===== src/rtl/gb_pkg.sv =====
// rtl/gb_pkg.sv - shared types and constants for the cart backup controller
//
// Purpose: FSM state encoding, transfer direction and sector geometry used by
//          cart_backup_ctrl.
// Ports:   none (package)

package gb_pkg;

    typedef enum logic [2:0] {
        BK_IDLE,
        BK_REQ,
        BK_ACKH,
        BK_ACKL,
        BK_DONE
    } bk_state_e;

    typedef enum logic {
        BK_OP_LOAD,
        BK_OP_SAVE
    } bk_op_e;

    // 16-bit words per 512-byte sector
    localparam int SECTOR_WORDS = 256;

endpackage


===== src/rtl/bk_autosave_timer.sv =====
// rtl/bk_autosave_timer.sv - idle countdown that requests an automatic save
//
// Purpose: reloads on every cart RAM write. It counts down while enabled and
//          pulses expire_o on the cycle the count reaches zero, then reloads.
// Ports:
//   clk_i       system clock
//   rst_ni      asynchronous reset, active low
//   reload_i    restart the countdown (cart RAM write)
//   count_en_i  count this cycle (controller idle, RAM dirty, autosave enabled)
//   expire_o    one-cycle expiry pulse (combinational)

module bk_autosave_timer #(
    parameter logic [23:0] TICKS = 24'd8_000_000
) (
    input  logic clk_i,
    input  logic rst_ni,
    input  logic reload_i,
    input  logic count_en_i,
    output logic expire_o
);

    logic [23:0] count_q;

    // A freshly reloaded count of TICKS expires after exactly TICKS enabled
    // cycles. A write in the same cycle restarts the count instead of firing.
    assign expire_o = count_en_i && !reload_i && (count_q <= 24'd1);

    always_ff @(posedge clk_i or negedge rst_ni) begin
        if (!rst_ni) begin
            count_q <= '0;
        end else if (reload_i || expire_o) begin
            count_q <= TICKS;
        end else if (count_en_i) begin
            count_q <= count_q - 24'd1;
        end
    end

endmodule


===== src/rtl/cart_backup_ctrl.sv =====
// rtl/cart_backup_ctrl.sv - sector-wise save RAM load/store between SD image and cart
//
// Purpose: loads cart save RAM from the SD image on mount. Stores it back on an
//          OSD request or on autosave. Tracks whether cart RAM is dirty.
// Ports:
//   clk_sys, reset_n                   clock, async active-low reset
//   has_save, ram_mask_file, cram_wr   cart side: battery RAM present, last sector, RAM write
//   img_mounted, img_readonly, img_size  image mount information
//   bk_save_req, autosave_en           save triggers
//   sd_lba, sd_rd, sd_wr, sd_ack       HPS sector request handshake
//   sd_buff_addr, sd_buff_dout, sd_buff_wr  HPS sector buffer stream
//   bk_addr, bk_data, bk_wr            cart RAM backup write port (combinational)
//   bk_busy, bk_loaded, bk_dirty       status

module cart_backup_ctrl
    import gb_pkg::*;
#(
    parameter logic [23:0] AUTOSAVE_TICKS = 24'd8_000_000
) (
    input  logic        clk_sys,
    input  logic        reset_n,
    input  logic        has_save,
    input  logic [7:0]  ram_mask_file,
    input  logic        cram_wr,
    input  logic        img_mounted,
    input  logic        img_readonly,
    input  logic [63:0] img_size,
    input  logic        bk_save_req,
    input  logic        autosave_en,
    output logic [31:0] sd_lba,
    output logic        sd_rd,
    output logic        sd_wr,
    input  logic        sd_ack,
    input  logic [7:0]  sd_buff_addr,
    input  logic [15:0] sd_buff_dout,
    input  logic        sd_buff_wr,
    output logic [16:0] bk_addr,
    output logic [15:0] bk_data,
    output logic        bk_wr,
    output logic        bk_busy,
    output logic        bk_loaded,
    output logic        bk_dirty
);

    localparam int WORD_IDX_W = $clog2(SECTOR_WORDS);

    bk_state_e   state_q;
    bk_op_e      op_q;
    logic [31:0] sd_lba_q;
    logic        sd_rd_q;
    logic        sd_wr_q;
    logic        busy_q;
    logic        loaded_q;
    logic        dirty_q;
    logic        ro_q;
    logic        redirty_q;   // cart wrote RAM while an op was in flight
    logic        pend_q;      // mount seen while busy, serviced back in IDLE
    logic        pend_ro_q;
    logic        pend_ok_q;
    logic        save_req_q;

    logic save_edge;
    logic autosave_fire;
    logic mount_now;
    logic mount_ro;
    logic mount_ok;
    logic start_save;

    assign save_edge  = bk_save_req & ~save_req_q;
    // A live mount pulse takes precedence over a stale pending one.
    assign mount_now  = img_mounted | pend_q;
    assign mount_ro   = img_mounted ? img_readonly : pend_ro_q;
    assign mount_ok   = img_mounted ? (img_size != 64'd0) : pend_ok_q;
    // Triggers that fail the checks are dropped, not remembered.
    assign start_save = (save_edge | autosave_fire) & loaded_q & ~ro_q & dirty_q;

    bk_autosave_timer #(
        .TICKS (AUTOSAVE_TICKS)
    ) u_autosave (
        .clk_i      (clk_sys),
        .rst_ni     (reset_n),
        .reload_i   (cram_wr),
        .count_en_i ((state_q == BK_IDLE) & dirty_q & autosave_en),
        .expire_o   (autosave_fire)
    );

    always_ff @(posedge clk_sys or negedge reset_n) begin
        if (!reset_n) begin
            state_q    <= BK_IDLE;
            op_q       <= BK_OP_LOAD;
            sd_lba_q   <= '0;
            sd_rd_q    <= 1'b0;
            sd_wr_q    <= 1'b0;
            busy_q     <= 1'b0;
            loaded_q   <= 1'b0;
            dirty_q    <= 1'b0;
            ro_q       <= 1'b0;
            redirty_q  <= 1'b0;
            pend_q     <= 1'b0;
            pend_ro_q  <= 1'b0;
            pend_ok_q  <= 1'b0;
            save_req_q <= 1'b0;
        end else begin
            save_req_q <= bk_save_req;
            if (cram_wr) begin
                dirty_q <= 1'b1;
            end
            if (cram_wr && state_q != BK_IDLE) begin
                redirty_q <= 1'b1;
            end
            if (img_mounted && state_q != BK_IDLE) begin
                pend_q    <= 1'b1;
                pend_ro_q <= img_readonly;
                pend_ok_q <= (img_size != 64'd0);
            end

            case (state_q)
                BK_IDLE: begin
                    if (mount_now) begin
                        // Any mount invalidates the loaded contents, even if
                        // there is nothing to load from.
                        pend_q   <= 1'b0;
                        loaded_q <= 1'b0;
                        ro_q     <= mount_ro;
                        if (mount_ok && has_save) begin
                            op_q      <= BK_OP_LOAD;
                            sd_lba_q  <= '0;
                            sd_rd_q   <= 1'b1;
                            busy_q    <= 1'b1;
                            redirty_q <= 1'b0;
                            state_q   <= BK_REQ;
                        end
                    end else if (start_save) begin
                        op_q      <= BK_OP_SAVE;
                        sd_lba_q  <= '0;
                        sd_wr_q   <= 1'b1;
                        busy_q    <= 1'b1;
                        redirty_q <= 1'b0;
                        state_q   <= BK_REQ;
                    end
                end
                BK_REQ: begin
                    if (sd_ack) begin
                        sd_rd_q <= 1'b0;
                        sd_wr_q <= 1'b0;
                        state_q <= BK_ACKH;
                    end
                end
                BK_ACKH: begin
                    if (!sd_ack) begin
                        state_q <= BK_ACKL;
                    end
                end
                BK_ACKL: begin
                    if (sd_lba_q[7:0] == ram_mask_file) begin
                        state_q <= BK_DONE;
                    end else begin
                        sd_lba_q <= sd_lba_q + 32'd1;
                        sd_rd_q  <= (op_q == BK_OP_LOAD);
                        sd_wr_q  <= (op_q == BK_OP_SAVE);
                        state_q  <= BK_REQ;
                    end
                end
                BK_DONE: begin
                    if (op_q == BK_OP_LOAD) begin
                        loaded_q <= 1'b1;
                    end
                    // A write in this very cycle also keeps the RAM dirty.
                    dirty_q <= redirty_q | cram_wr;
                    busy_q  <= 1'b0;
                    state_q <= BK_IDLE;
                end
                default: begin
                    sd_rd_q <= 1'b0;
                    sd_wr_q <= 1'b0;
                    busy_q  <= 1'b0;
                    state_q <= BK_IDLE;
                end
            endcase
        end
    end

    assign sd_lba    = sd_lba_q;
    assign sd_rd     = sd_rd_q;
    assign sd_wr     = sd_wr_q;
    assign bk_busy   = busy_q;
    assign bk_loaded = loaded_q;
    assign bk_dirty  = dirty_q;

    assign bk_addr = {1'b0, sd_lba_q[7:0], sd_buff_addr[WORD_IDX_W-1:0]};
    assign bk_data = sd_buff_dout;
    assign bk_wr   = sd_buff_wr & sd_ack & busy_q & (op_q == BK_OP_LOAD);

endmodule

===== config.mk =====
export PLATFORM = sky130hd
export DESIGN_NAME = cart_backup_ctrl
export DESIGN_NICKNAME = d
export VERILOG_FILES = /design/src/rtl/gb_pkg.sv /design/src/rtl/bk_autosave_timer.sv /design/src/rtl/cart_backup_ctrl.sv
export SDC_FILE = /design/constraint.sdc
export NUM_CORES = 1
export LEC_CHECK = 0
export ABC_CLOCK_PERIOD_IN_PS = 7100
export CELL_PAD_IN_SITES_DETAIL_PLACEMENT = 0
export CELL_PAD_IN_SITES_GLOBAL_PLACEMENT = 1
export CORE_AREA = 2 2 168 88
export CTS_BUF_LIST = sky130_fd_sc_hd__clkbuf_8
export DETAILED_ROUTE_END_ITERATION = 10
export DIE_AREA = 0 0 170 90
export HOLD_SLACK_MARGIN = 0.1
export PLACE_DENSITY = 0.81
export REMOVE_ABC_BUFFERS = 1
export SETUP_SLACK_MARGIN = 0.5
export SLEW_MARGIN = 20
export SYNTH_ARGS = -nofsm -noshare
export SYNTH_HDL_FRONTEND = slang
export SYNTH_HIERARCHICAL = 1
export SYNTH_SLANG_ARGS = --single-unit

===== constraint.sdc =====
create_clock -name clk_sys -period 7.1 [get_ports clk_sys]
set_input_delay 1.065 -clock clk_sys [delete_from_list [all_inputs] [get_ports clk_sys]]
set_output_delay 1.065 -clock clk_sys [all_outputs]
set_load 0.05 [all_outputs]

======== Word-level counts from Yosys, hierarchy flattened ========
Cells that the tools add are included.
storage, ports and cells
  output and inout bits ................... 71
  bits of input ports ..................... 106
  word-level logic and storage cells ...... 118
  register bits ........................... 71
operators by class
  order comparisons ....................... 1
  bitwise logic cells ..................... 17
  eq/ne operators ......................... 16
  reduce and logical (&&, ||, !) cells .... 25
  multiplexer cells ....................... 42
  add/sub/neg operators ................... 2
operators with widths
  kind                   number
  $mux 32                4
  $pmux 32 s2            1
  $reduce_bool 64->1     1
  $mux 24                2
  $add 32x1->32 const B  1
  $le 24x1->1 const B    1
  $mux 1                 24
  $sub 24x1->24 const B  1
  $mux 3                 6
  $ne 2x2->1 const B     7
  $pmux 3 s4             1
  $reduce_and 5->1       2
  $reduce_bool 2->1      5
  $and 1x1->1            9
  $reduce_and 3->1       3
  $eq 8x8->1             1
  $pmux 1 s4             2
  $reduce_and 4->1       2
  $eq 3x2->1 const B     2
  $logic_and 1x1->1      5
  $not 1->1              5
  $ne 2x1->1 const B     2
  $pmux 1 s2             2
  $eq 3x1->1 const B     1
  11 further kinds       13

======== Longest topological paths before layout ========
Gate-level depths: netlist of the first run.
  word-level depth ........................ 12
  mapped depth ............................ 14
  gate-level depth less buffers ........... 10

======== Hierarchy ========
Netlist of the first run, hierarchy kept.
by module, submodules not included
  module             instances  cells an instance  area an instance (µm²)
  cart_backup_ctrl   1          353                3,248.1
  bk_autosave_timer  1          156                1,463.9

======== Least setup slack after synthesis of the first run ========
No wires, ideal clock.
  path kind ............................... in2out
  start ................................... input sd_ack
  end ..................................... output bk_wr
  setup slack ............................. 3,849 ps
  buffers on the path ..................... 0
  data required time ...................... 6,035 ps
  stages .................................. 2
  arrival ................................. 2,186 ps
  path through ............................ inv_1 -> nor3_1
on the way
  cells in the longest elaborated chain, start to end .. 3
ends and longest elaborated chain
  item                       line                     text
  start, declared            cart_backup_ctrl.sv:33   input logic sd_ack,
  $and 1x1->1 (3 in series)  cart_backup_ctrl.sv:192  assign bk_wr = sd_buff_wr & sd_ack & busy_q & (op_q == BK_OP_LOAD);
  end, declared              cart_backup_ctrl.sv:39   output logic bk_wr,
No other way between the ends.

======== Worst setup path after layout of the first run ========
  start ................................... register state_q[2]
  end ..................................... register sd_lba_q[4], in the netlist sd_lba[4]
on the way
  cells in the longest elaborated chain, start to end .. 11
  elaborated cells between the ends (all ways) .. 16
  those cells by class .................... eq/ne (4); mux (1); bitwise (6); reduce/logical (5)
ends and longest elaborated chain
  item                             line                     text
  start, declared                  cart_backup_ctrl.sv:47   bk_state_e state_q;
  start signal, assigned           cart_backup_ctrl.sv:89   state_q <= BK_IDLE;
  start signal, assigned           cart_backup_ctrl.sv:131  state_q <= BK_REQ;
  start signal, assigned           cart_backup_ctrl.sv:139  state_q <= BK_REQ;
  $logic_not 3->1                  cart_backup_ctrl.sv:83   .count_en_i ((state_q == BK_IDLE) & dirty_q & autosave_en),
  $and 1x1->1 (2 in series)        cart_backup_ctrl.sv:83
  $logic_and 1x1->1 (2 in series)  bk_autosave_timer.sv:26  assign expire_o = count_en_i && !reload_i && (count_q <= 24'd1);
  via autosave_fire                cart_backup_ctrl.sv:63   logic autosave_fire;
  $or 1x1->1                       cart_backup_ctrl.sv:75   assign start_save = (save_edge | autosave_fire) & loaded_q & ~ro_q & dirty_q;
  $and 1x1->1 (3 in series)        cart_backup_ctrl.sv:75
  $ne 3x3->1 (no line)             --
  $reduce_and 4->1 (no line)       --
  end signal, assigned             cart_backup_ctrl.sv:158  sd_lba_q <= sd_lba_q + 32'd1;
  end, declared                    cart_backup_ctrl.sv:49   logic [31:0] sd_lba_q;
The timed path passes the listed nets, and every way through them passes these cells.
A chain may end at the register's enable or synchronous reset.

==> flow_summary.json, run 1 <==
{
  "status": "finished, final reports clean",
  "rows": 31,
  "fin_total_pwr_w": 0.00184,
  "nets": 704,
  "nFillCells": 1386,
  "start_kind": "flop",
  "yosysSeqAreaShare_pct": 37.7,
  "root_buffer": "clkbuf_8",
  "clk_pin_slew_ns": 0.08,
  "tightest_slew_ns": 1.01,
  "area_delta_synth_final_pct": 27.7,
  "fin_setup_tns_ns": 0,
  "yosys-top-cells-area": "dfrtp_1 38%, buf_4 5.6%, a31oi_4 5.4%, a21oi_1 3.6%, nor4_1 3.5%",
  "whs_path_depth": 1,
  "clockBufferDepth": 2,
  "first_pass_iters": 5,
  "post-cts-setup-buffer-count": 0,
  "rsz0062_at_grt": "false",
  "synth_top_area_cell": "dfrtp_1",
  "drive_gt1_share_pct": 8.85,
  "crit_arrival_ns": 4.38,
  "maxSlewHeadroom_pct": 32.4,
  "ys_ff_latch": 71,
  "boundaryPins": 177,
  "wl_per_cell_um": 18.7,
  "cts_resized": 0,
  "syn_area_sq_um": 4710,
  "syn_avg_cell_area_sq_um": 9.26,
  "drt-initial-drc-count": 310,
  "worstSkewPairLatency_ns": 0.36,
  "via_count": 4397,
  "io_buffers": 127,
  "fin_crit_ns": 4.19,
  "synthCells": 509,
  "track_usage_pct": 19.7,
  "cts-hold-fix-buffers": 0,
  "gp_congestion": 0.858,
  "cp_max_fo": 27,
  "cts_buffers": 9,
  "ir_drop_mv": 0.102,
  "grt_antenna_before_repair": 0,
  "required_ns": 7.29,
  "drv_slew": 0,
  "finalCritPeriodShare_pct": 59.0,
  "synthTopCellsByCount": "71 x dfrtp_1, 40 x nand2_1, 35 x buf_4",
  "async_flop_share_pct": 100,
  "r2r_slack_ns": 2.91,
  "grt_pass1_vias": 4341,
  "yosys_warnings": 6,
  "ff_latch_area_sq_um": 1780,
  "drc_errors": 0,
  "synth.most_common_cell": "dfrtp_1",
  "ant_nets": 0,
  "hp-class": "reg2reg",
  "synth_top_area_share_pct": 37.7,
  "coreArea_sq_um": 14000,
  "htreeDepth": 3,
  "grt_max_degree": 72,
  "initial_utilization_pct": 33.7,
  "dominantRegCellSynth": "dfrtp_1",
  "multiInputGateArea_sq_um": 2510,
  "clkSinkCount": 71,
  "r2r-start": "state_q[2]$_DFFE_PN0P_",
  "synth_edf_count": 0,
  "rr_worst_depth": 10,
  "die_h_um": 90,
  "grt_pass1_wl_mm": 23.6,
  "power_density_nw_per_um2": 306,
  "synth_cell_types": 71,
  "antenna_cells": 0,
  "grt.overflow.total": 0,
  "die_area_sq_um": 15300,
  "finClkSkew_ns": 0.0180,
  "min_to": "redirty_q$_DFF_PN0_",
  "via_per_inst": 5.64,
  "postRouteWirelength_mm": 14.6,
  "critPathKind": "reg2reg",
  "worstReg2RegEnd": "sd_lba[4]$_DFFE_PN0P_",
  "setup_viol": 0,
  "endpoint_kind": "flop",
  "largest_reg_flops": 32,
  "hold_viol": 0,
  "worstHoldStart": "redirty_q$_DFF_PN0_",
  "dp_hpwl_mm": 11.2,
  "fp.dieW_um": 170,
  "p_leak_nw": 2.21,
  "cts_tree": "done",
  "maxClockFrequency_mhz": 239,
  "drv_cap": 0
}
==> cell usage in the layout, fill, tap and decap left out, drive strengths merged, types with 3 or more instances in the layout <==
cell	count
a21oi	40
a31oi	23
and2	4
and3	11
clkbuf	10
clkdlybuf4s50	126
dfrtp	71
ha	3
inv	13
mux2i	3
nand2	41
nand2b	8
nand3	24
nand4	13
nand4b	4
nor2	35
nor2b	5
nor3	17
nor4	29
nor4b	4
o21a	8
o21ai	28
o31a	3
o31ai	6
or3	12
or4	3
xor2	12
==> report_power, final <==
part | total, W | internal, W | switching (W)
Sequential | 0.000616 | 0.000482 | 0.000134
Clock | 0.000324 | 0.000168 | 0.000157
Combinational | 0.000904 | 0.000306 | 0.000599
Total | 0.00184 | 0.000955 | 0.000889
==> area by class of cell <==
class / count / area share, %
multi-input combinational: 374 / 41.7
tap: 181 / 3.76
clock buffer: 10 / 2.29
clock inverter: 5 / 0.852
timing repair buffer: 128 / 21.2
sequential: 71 / 29.5
inverter: 11 / 0.686
==> critical path, cell delays in order, from the launching register on <==
cell       delay [ns]
dfrtp_1          0.51
nor3_2           0.61
and3_1           0.42
nor4b_1          0.28
nand4_1          0.23
nor2_1           0.16
o2111ai_1        0.22
o211a_1          0.19
o31ai_1          0.18
and3_2           1.02
a31oi_1          0.21
==> stage by stage <==
stage / util [%] / instances / setup WS, ns / area (sq um) / hold slack, ns
final: 43.1 / 780 / 2.91 / 6020 / 0.501
after global routing: 43.1 / 780 / 2.57 / 6020 / 0.538
after CTS: 43.1 / 780 / 2.92 / 6020 / 0.500
after detailed placement: 41.7 / 765 / 2.58 / 5830 / 0.483
after global placement: 41.7 / 765 / 2.79 / 5830 / 0.470
after floorplan: - / 456 / 3.15 / 4330 / 0.450
==> layer usage <==
layer  vias up  track usage, %  share of wire (%)
met3        19            6.38                8.2
met5         -           0.334                  0
met4         0            4.91                1.6
li1       2039               -                  -
met2       221            28.4                 43
met1      2118            28.4                 47
==> logic make-up after synthesis <==
logic type | after synthesis | share of synthesized area [%]
adder cells (fa/ha/maj) | 3 | 0.797
AND/OR/NAND/NOR | 219 | 26.6
flip-flops | 71 | 37.7
other | 1 | 0.0796
buffers and inverters | 64 | 9.03
XOR/XNOR | 14 | 2.60
AO/OA/AOI/OAI | 133 | 22.2
multiplexers | 4 | 0.956
==> worst max path at each step <==
stage | startpoint | endpoint | slack [ns] | cells past startpoint
after floorplan | autosave_en | sd_lba[11]$_DFFE_PN0P_ | 3.15 | 9
after global placement | autosave_en | sd_lba[8]$_DFFE_PN0P_ | 2.79 | 10
after detailed placement | autosave_en | sd_lba[4]$_DFFE_PN0P_ | 2.58 | 10
after CTS | state_q[2]$_DFFE_PN0P_ | sd_lba[4]$_DFFE_PN0P_ | 2.92 | 10
after global routing | state_q[2]$_DFFE_PN0P_ | sd_lba[4]$_DFFE_PN0P_ | 2.57 | 10
final | state_q[2]$_DFFE_PN0P_ | sd_lba[4]$_DFFE_PN0P_ | 2.91 | 10
No activity file was read; power rests on OpenSTA's default activity.
==> run 2, diff against run 1 <==
- ABC_CLOCK_PERIOD_IN_PS: 7100 -> 3900
- CORE_AREA: 2 2 168 88 -> 2 2 170 89
- DIE_AREA: 0 0 170 90 -> 0 0 172 91
- PLACE_DENSITY: 0.81 -> 0.79
- clock period: 7.1 -> 3.9 ns (I/O delays scaled with it)
==> run 2 against run 1 <==
- worst setup slack got worse by 2.2 ns
- utilization rose by 0.36 points
- global-route usage fell by 0.66 points
- sequential power rose by 82%
- clock skew rose by 0.00090 ns
- clock power rose by 93%
- hold slack got worse by 0.34 ns
- sequential cell count did not move
- non-clock buffer count rose by 7
- final cell count rose by 3.2%
- critical path type unchanged
- critical endpoint is now sd_lba[6]$_DFFE_PN0P_
- largest cell class unchanged
==> flow_summary.json, run 2 (synthesis results as in run 1) <==
{
  "status": "finished, final reports clean",
  "cp_max_fo": 27,
  "clkSinkCount": 71,
  "cts_tree": "done",
  "fin_crit_ns": 3.20,
  "postRouteWirelength_mm": 14.7,
  "dp_hpwl_mm": 11.3,
  "rsz0062_at_grt": "false",
  "drv_slew": 0,
  "grt.overflow.total": 0,
  "rr_worst_depth": 12,
  "grt_pass1_wl_mm": 22.9,
  "drc_errors": 0,
  "antenna_cells": 0,
  "r2r_slack_ns": 0.70,
  "first_pass_iters": 5,
  "die_area_sq_um": 15700,
  "boundaryPins": 177,
  "die_h_um": 91,
  "fin_setup_tns_ns": 0,
  "ir_drop_mv": 0.386,
  "grt_antenna_before_repair": 0,
  "maxSlewHeadroom_pct": 39.5,
  "finClkSkew_ns": 0.0189,
  "clockBufferDepth": 2,
  "clk_pin_slew_ns": 0.09,
  "wl_per_cell_um": 18.2,
  "gp_congestion": 0.917,
  "critPathKind": "reg2reg",
  "p_leak_nw": 2.24,
  "grt_pass1_vias": 4118,
  "setup_viol": 0,
  "via_per_inst": 5.53,
  "initial_utilization_pct": 33.4,
  "cts_buffers": 9,
  "hold_ws_ns": 0.158,
  "ant_nets": 0,
  "grt_max_degree": 55,
  "finalCritPeriodShare_pct": 82.0,
  "drive_gt1_share_pct": 10.9,
  "fp.dieW_um": 172,
  "crit_start": "state_q[2]$_DFFE_PN0P_",
  "hp-class": "in2async",
  "nFillCells": 1379,
  "start_kind": "flop",
  "largest_reg_flops": 32,
  "r2r-start": "state_q[2]$_DFFE_PN0P_",
  "layout_commonest_cell": "clkdlybuf4s50_1",
  "required_ns": 4.13,
  "final_cell_mix": "126 x clkdlybuf4s50_1, 70 x dfrtp_1, 40 x nand2_1",
  "drt-initial-drc-count": 394,
  "io_buffers": 127,
  "via_count": 4451,
  "worstReg2RegEnd": "sd_lba[6]$_DFFE_PN0P_",
  "maxClockFrequency_mhz": 313,
  "htreeDepth": 3,
  "power_density_nw_per_um2": 564,
  "worstSkewPairLatency_ns": 0.36,
  "rows": 31,
  "drv_cap": 0,
  "root_buffer": "clkbuf_8",
  "crit_arrival_ns": 3.43,
  "tightest_slew_ns": 0.907,
  "track_usage_pct": 19.1,
  "endpoint_kind": "flop",
  "nets": 711,
  "area_delta_synth_final_pct": 30.2,
  "coreArea_sq_um": 14100,
  "hold_viol": 0
}
## run 2: cell count changes in the layout (fill, tap and decap cells not counted)
cell        before  now
o31ai_1          6    5
inv_6            0    3
buf_16           0    1
and3_1          10    9
clkbuf_8        10    9
dfrtp_1         71   70
buf_4            1    7
o31ai_2          0    1
clkinvlp_4       0    1
inv_1           13   11
dfrtp_2          0    1
and3_4           0    1
## run 2: report_power, final
group	switching (W)	internal, W	leakage (nW)
clock network	0.000323	0.000302	0.101
registers	0.000242	0.000877	0.916
logic	0.00109	0.000621	1.22
total	0.00166	0.00180	2.24
## run 2: worst max path at each step
| stage | slack [ns] | cells after the start | to |
|---|---|---|---|
| global placement | 0.51 | 11 | sd_lba[6]$_DFFE_PN0P_ |
| detailed placement | 0.41 | 11 | sd_lba[6]$_DFFE_PN0P_ |
| floorplan | 0.05 | 10 | sd_lba[11]$_DFFE_PN0P_ |
| CTS | 0.56 | 12 | sd_lba[6]$_DFFE_PN0P_ |
| global route | 0.51 | 12 | sd_lba[4]$_DFFE_PN0P_ |
| finish | 0.70 | 12 | sd_lba[6]$_DFFE_PN0P_ |
## run 2: layout make-up
class / instances / area, sq um / share of cell area, %
clock buffers: 9 / 124 / 2.02
clock inverters: 7 / 77.6 / 1.26
inverters: 11 / 41.3 / 0.673
multi-input cells: 374 / 2520 / 41.1
flip-flops and latches: 71 / 1780 / 29.0
well taps: 198 / 248 / 4.04
repair buffers: 135 / 1350 / 21.9
## run 2: repair_timing
item / in CTS / in global routing
hold buffers: 0 / 0
pin swaps: 0 / 3
hold endpoints to repair: 0 / 0
resized for setup: 2 / 3
setup endpoints to repair: 1 / 31
setup buffers: 0 / 3
## run 2: metal layers
| metal | track usage (%) | up-vias | part of all wire (%) |
|---|---|---|---|
| li1 | - | 2061 | - |
| met1 | 27.9 | 2127 | 47 |
| met2 | 26.6 | 251 | 42 |
| met3 | 6.50 | 12 | 11 |
| met4 | 4.34 | 0 | 0.99 |
| met5 | 0.334 | - | 0 |
## run 2: critical path, cell delays in order (launching register included)
cell and delay (ns):
dfrtp_2 0.50, nor3_2 0.19, buf_4 0.19, and3_2 0.28, nor4b_1 0.26, nand4_1 0.22
nor2_1 0.16, o2111ai_1 0.23, o211a_1 0.21, o31ai_2 0.13, and3_4 0.31, buf_16 0.24
a31oi_1 0.13
## run 2: through the flow
| stage | utilization [%] | area [sq um] | setup slack, ns | instances | total power [W] |
|---|---|---|---|---|---|
| 4_1_cts | 43.2 | 6100 | 0.556 | 802 | 0.00343 |
| 6_report | 43.5 | 6140 | 0.700 | 805 | 0.00346 |
| 3_3_place_gp | 41.7 | 5890 | 0.508 | 786 | 0.00277 |
| 2_1_floorplan | - | 4330 | 0.0526 | 456 | 0.00218 |
| 5_1_grt | 43.5 | 6140 | 0.510 | 805 | 0.00367 |
| 3_5_place_dp | 41.7 | 5890 | 0.407 | 786 | 0.00279 |
==> run 3, diff against run 2 <==
- ABC_CLOCK_PERIOD_IN_PS: 3900 -> 2600
- CORE_AREA: 2 2 170 89 -> 2 2 181 94
- DIE_AREA: 0 0 172 91 -> 0 0 183 96
- PLACE_DENSITY: 0.79 -> 0.74
- clock period: 3.9 -> 2.6 ns (I/O delays scaled with it)
==> run 3 against run 2 <==
- global-route usage is 0.19 points lower
- clock power is 32% higher
- combinational power up 120%
- clock-buffer cell count up 3
- clock skew down 0.0093 ns
==> flow_summary.json, run 3 (synthesis results as in run 1) <==
{
  "die_h_um": 96,
  "setup_viol": 0,
  "hp-class": "in2reg",
  "start_kind": "flop",
  "root_buffer": "clkbuf_8",
  "fin_crit_ns": 2.49,
  "worstPathCellList": "nor3_4 -> and3_4 -> nor4b_4 -> nand4_1 -> nor2_2 -> o2111ai_2 -> o211a_1 -> o31ai_4 -> and3_4 -> buf_6 -> buf_16 -> a31oi_4",
  "clockBufferDepth": 2,
  "finalCritPeriodShare_pct": 95.9,
  "status": "finished, final reports clean",
  "maxClockFrequency_mhz": 401,
  "slowest_delay_ns": 0.41,
  "initial_utilization_pct": 29.4,
  "clkPwrFrac_pct": 13.3,
  "worstSkewPairLatency_ns": 0.36,
  "crit_path_top_delay_cell": "dfrtp_1",
  "grt.overflow.total": 0,
  "via_per_inst": 5.29,
  "p_int_w": 0.00338,
  "drive_gt1_share_pct": 22.9,
  "drc_errors": 0,
  "cp_max_fo": 5,
  "via_count": 4630,
  "finClkSkew_ns": 0.00965,
  "htreeDepth": 3,
  "maxSlewHeadroom_pct": 58.7,
  "rsz0062_at_grt": "true",
  "critPathKind": "reg2reg",
  "clkSinkCount": 71,
  "grt_max_degree": 72,
  "track_usage_pct": 18.9,
  "drv_slew": 0,
  "final_cell_mix": "95 x clkdlybuf4s50_1, 71 x dfrtp_1, 48 x buf_4",
  "nets": 770,
  "drv_cap": 0,
  "largest_reg_flops": 32,
  "antenna_cells": 0,
  "drt-initial-drc-count": 361,
  "coreArea_sq_um": 16000,
  "fp.dieW_um": 183,
  "crit_arrival_ns": 2.73,
  "layout_commonest_cell": "clkdlybuf4s50_1",
  "p_leak_nw": 2.95,
  "dp_hpwl_mm": 11.9,
  "place_ws_ns": -0.203,
  "required_ns": 2.84,
  "ant_nets": 0,
  "clk_pin_slew_ns": 0.08,
  "switching_share_pct": 45.7,
  "endpoint_kind": "flop",
  "wl_per_cell_um": 18.4,
  "gp_congestion": 0.847,
  "grt_pass1_wl_mm": 25.3,
  "tightest_slew_ns": 0.619,
  "crit_top_cell": "and3_4",
  "die_area_sq_um": 17600,
  "io_buffers": 127,
  "power_density_nw_per_um2": 891,
  "hold_viol": 0,
  "grt_pass1_vias": 4573,
  "first_pass_iters": 5,
  "timing.final.ws_setup_ns": 0.107,
  "cts_buffers": 9,
  "fin_total_pwr_w": 0.00622,
  "seqPwrFrac_pct": 26.7,
  "postRouteWirelength_mm": 16.1,
  "cts_tree": "done",
  "hold_ws_ns": 0.500,
  "ir_drop_mv": 0.359,
  "boundaryPins": 177,
  "rows": 33,
  "grt_antenna_before_repair": 0,
  "p_comb_share_pct": 60.0,
  "switching_power_w": 0.00284,
  "area_delta_synth_final_pct": 48.1
}
-- run 3: cell count changes in the layout (fill, tap and decap cells not counted), sizes merged, moves of 2 or more --
cell	change
buf	+59
clkbuf	+3
clkdlybuf4s50	-31
clkinv	-2
dlygate4sd2	+18
dlymetal6s2s	+12
-- run 3: worst max-delay path: cells and delay by family (launching register included) --
family / cells / cell delay [ns]
AO/OA/AOI/OAI: 4 / 0.45
buffers and inverters: 2 / 0.27
flip-flops: 1 / 0.41
AND/OR/NAND/NOR: 6 / 1.24
-- run 3: final cells by class --
type	instances	area, sq um
multi-input cells	374	2780
inverters	11	41.3
well taps	210	263
flip-flops and latches	71	1780
fillers	1552	9040
clock inverters	3	11.3
clock buffers	12	165
repair buffers	194	1940
-- run 3: power groups by stage --
stage	Combinational [W]	Clock [W]	Sequential, W
6_report	0.00373	0.000827	0.00166
3_5_place_dp	0.00279	0	0.00166
5_1_grt	0.00398	0.000901	0.00170
4_1_cts	0.00347	0.000844	0.00165
2_1_floorplan	0.00122	0	0.00205
3_3_place_gp	0.00273	0	0.00165
-- run 3: layer usage --
metal  wire length, um  up-vias  GRT usage, %
li1                  -     2173             -
met1              7860     2229          26.7
met5                 0        -         0.286
met2              6840      216          28.0
met3              1280       12          6.05
met4               139        0          4.20
-- run 3: worst paths after layout --
kind | startpoint | endpoint | slack, ns | depth (start not counted)
setup / recovery | state_q[2]$_DFFE_PN0P_ | sd_lba[15]$_DFFE_PN0P_ | 0.11 | 12
hold / removal | bk_save_req | save_req_q$_DFF_PN0_ | 0.50 | 1
setup reg to reg | state_q[2]$_DFFE_PN0P_ | sd_lba[15]$_DFFE_PN0P_ | 0.11 | 12
hold reg to reg | redirty_q$_DFF_PN0_ | redirty_q$_DFF_PN0_ | 0.51 | 1
max in group asynchronous | reset_n | sd_lba[5]$_DFFE_PN0P_ | 1.68 | 3
min in group asynchronous | reset_n | ro_q$_DFFE_PN0P_ | 0.59 | 3
-- run 3: timing repair --
action | in CTS | in global routing
gates resized for setup | 54 | 43
setup endpoints to repair | 65 | 66
buffers inserted | 13 | 7
pin swaps | 21 | 20
cloned | 3 | 0
endpoints found under the hold margin | 71 | 0
hold buffers | 1 | 0
-- run 3: per-stage QoR --
step	area, sq um	util, %	instances	setup TNS (ns)
after CTS	6740	42.1	868	0
after global routing	6980	43.6	875	-0.411
after global placement	6220	38.8	836	-4.17
final	6980	43.6	875	0
after floorplan	4330	-	456	-33.46
after detailed placement	6220	38.8	836	-5.34
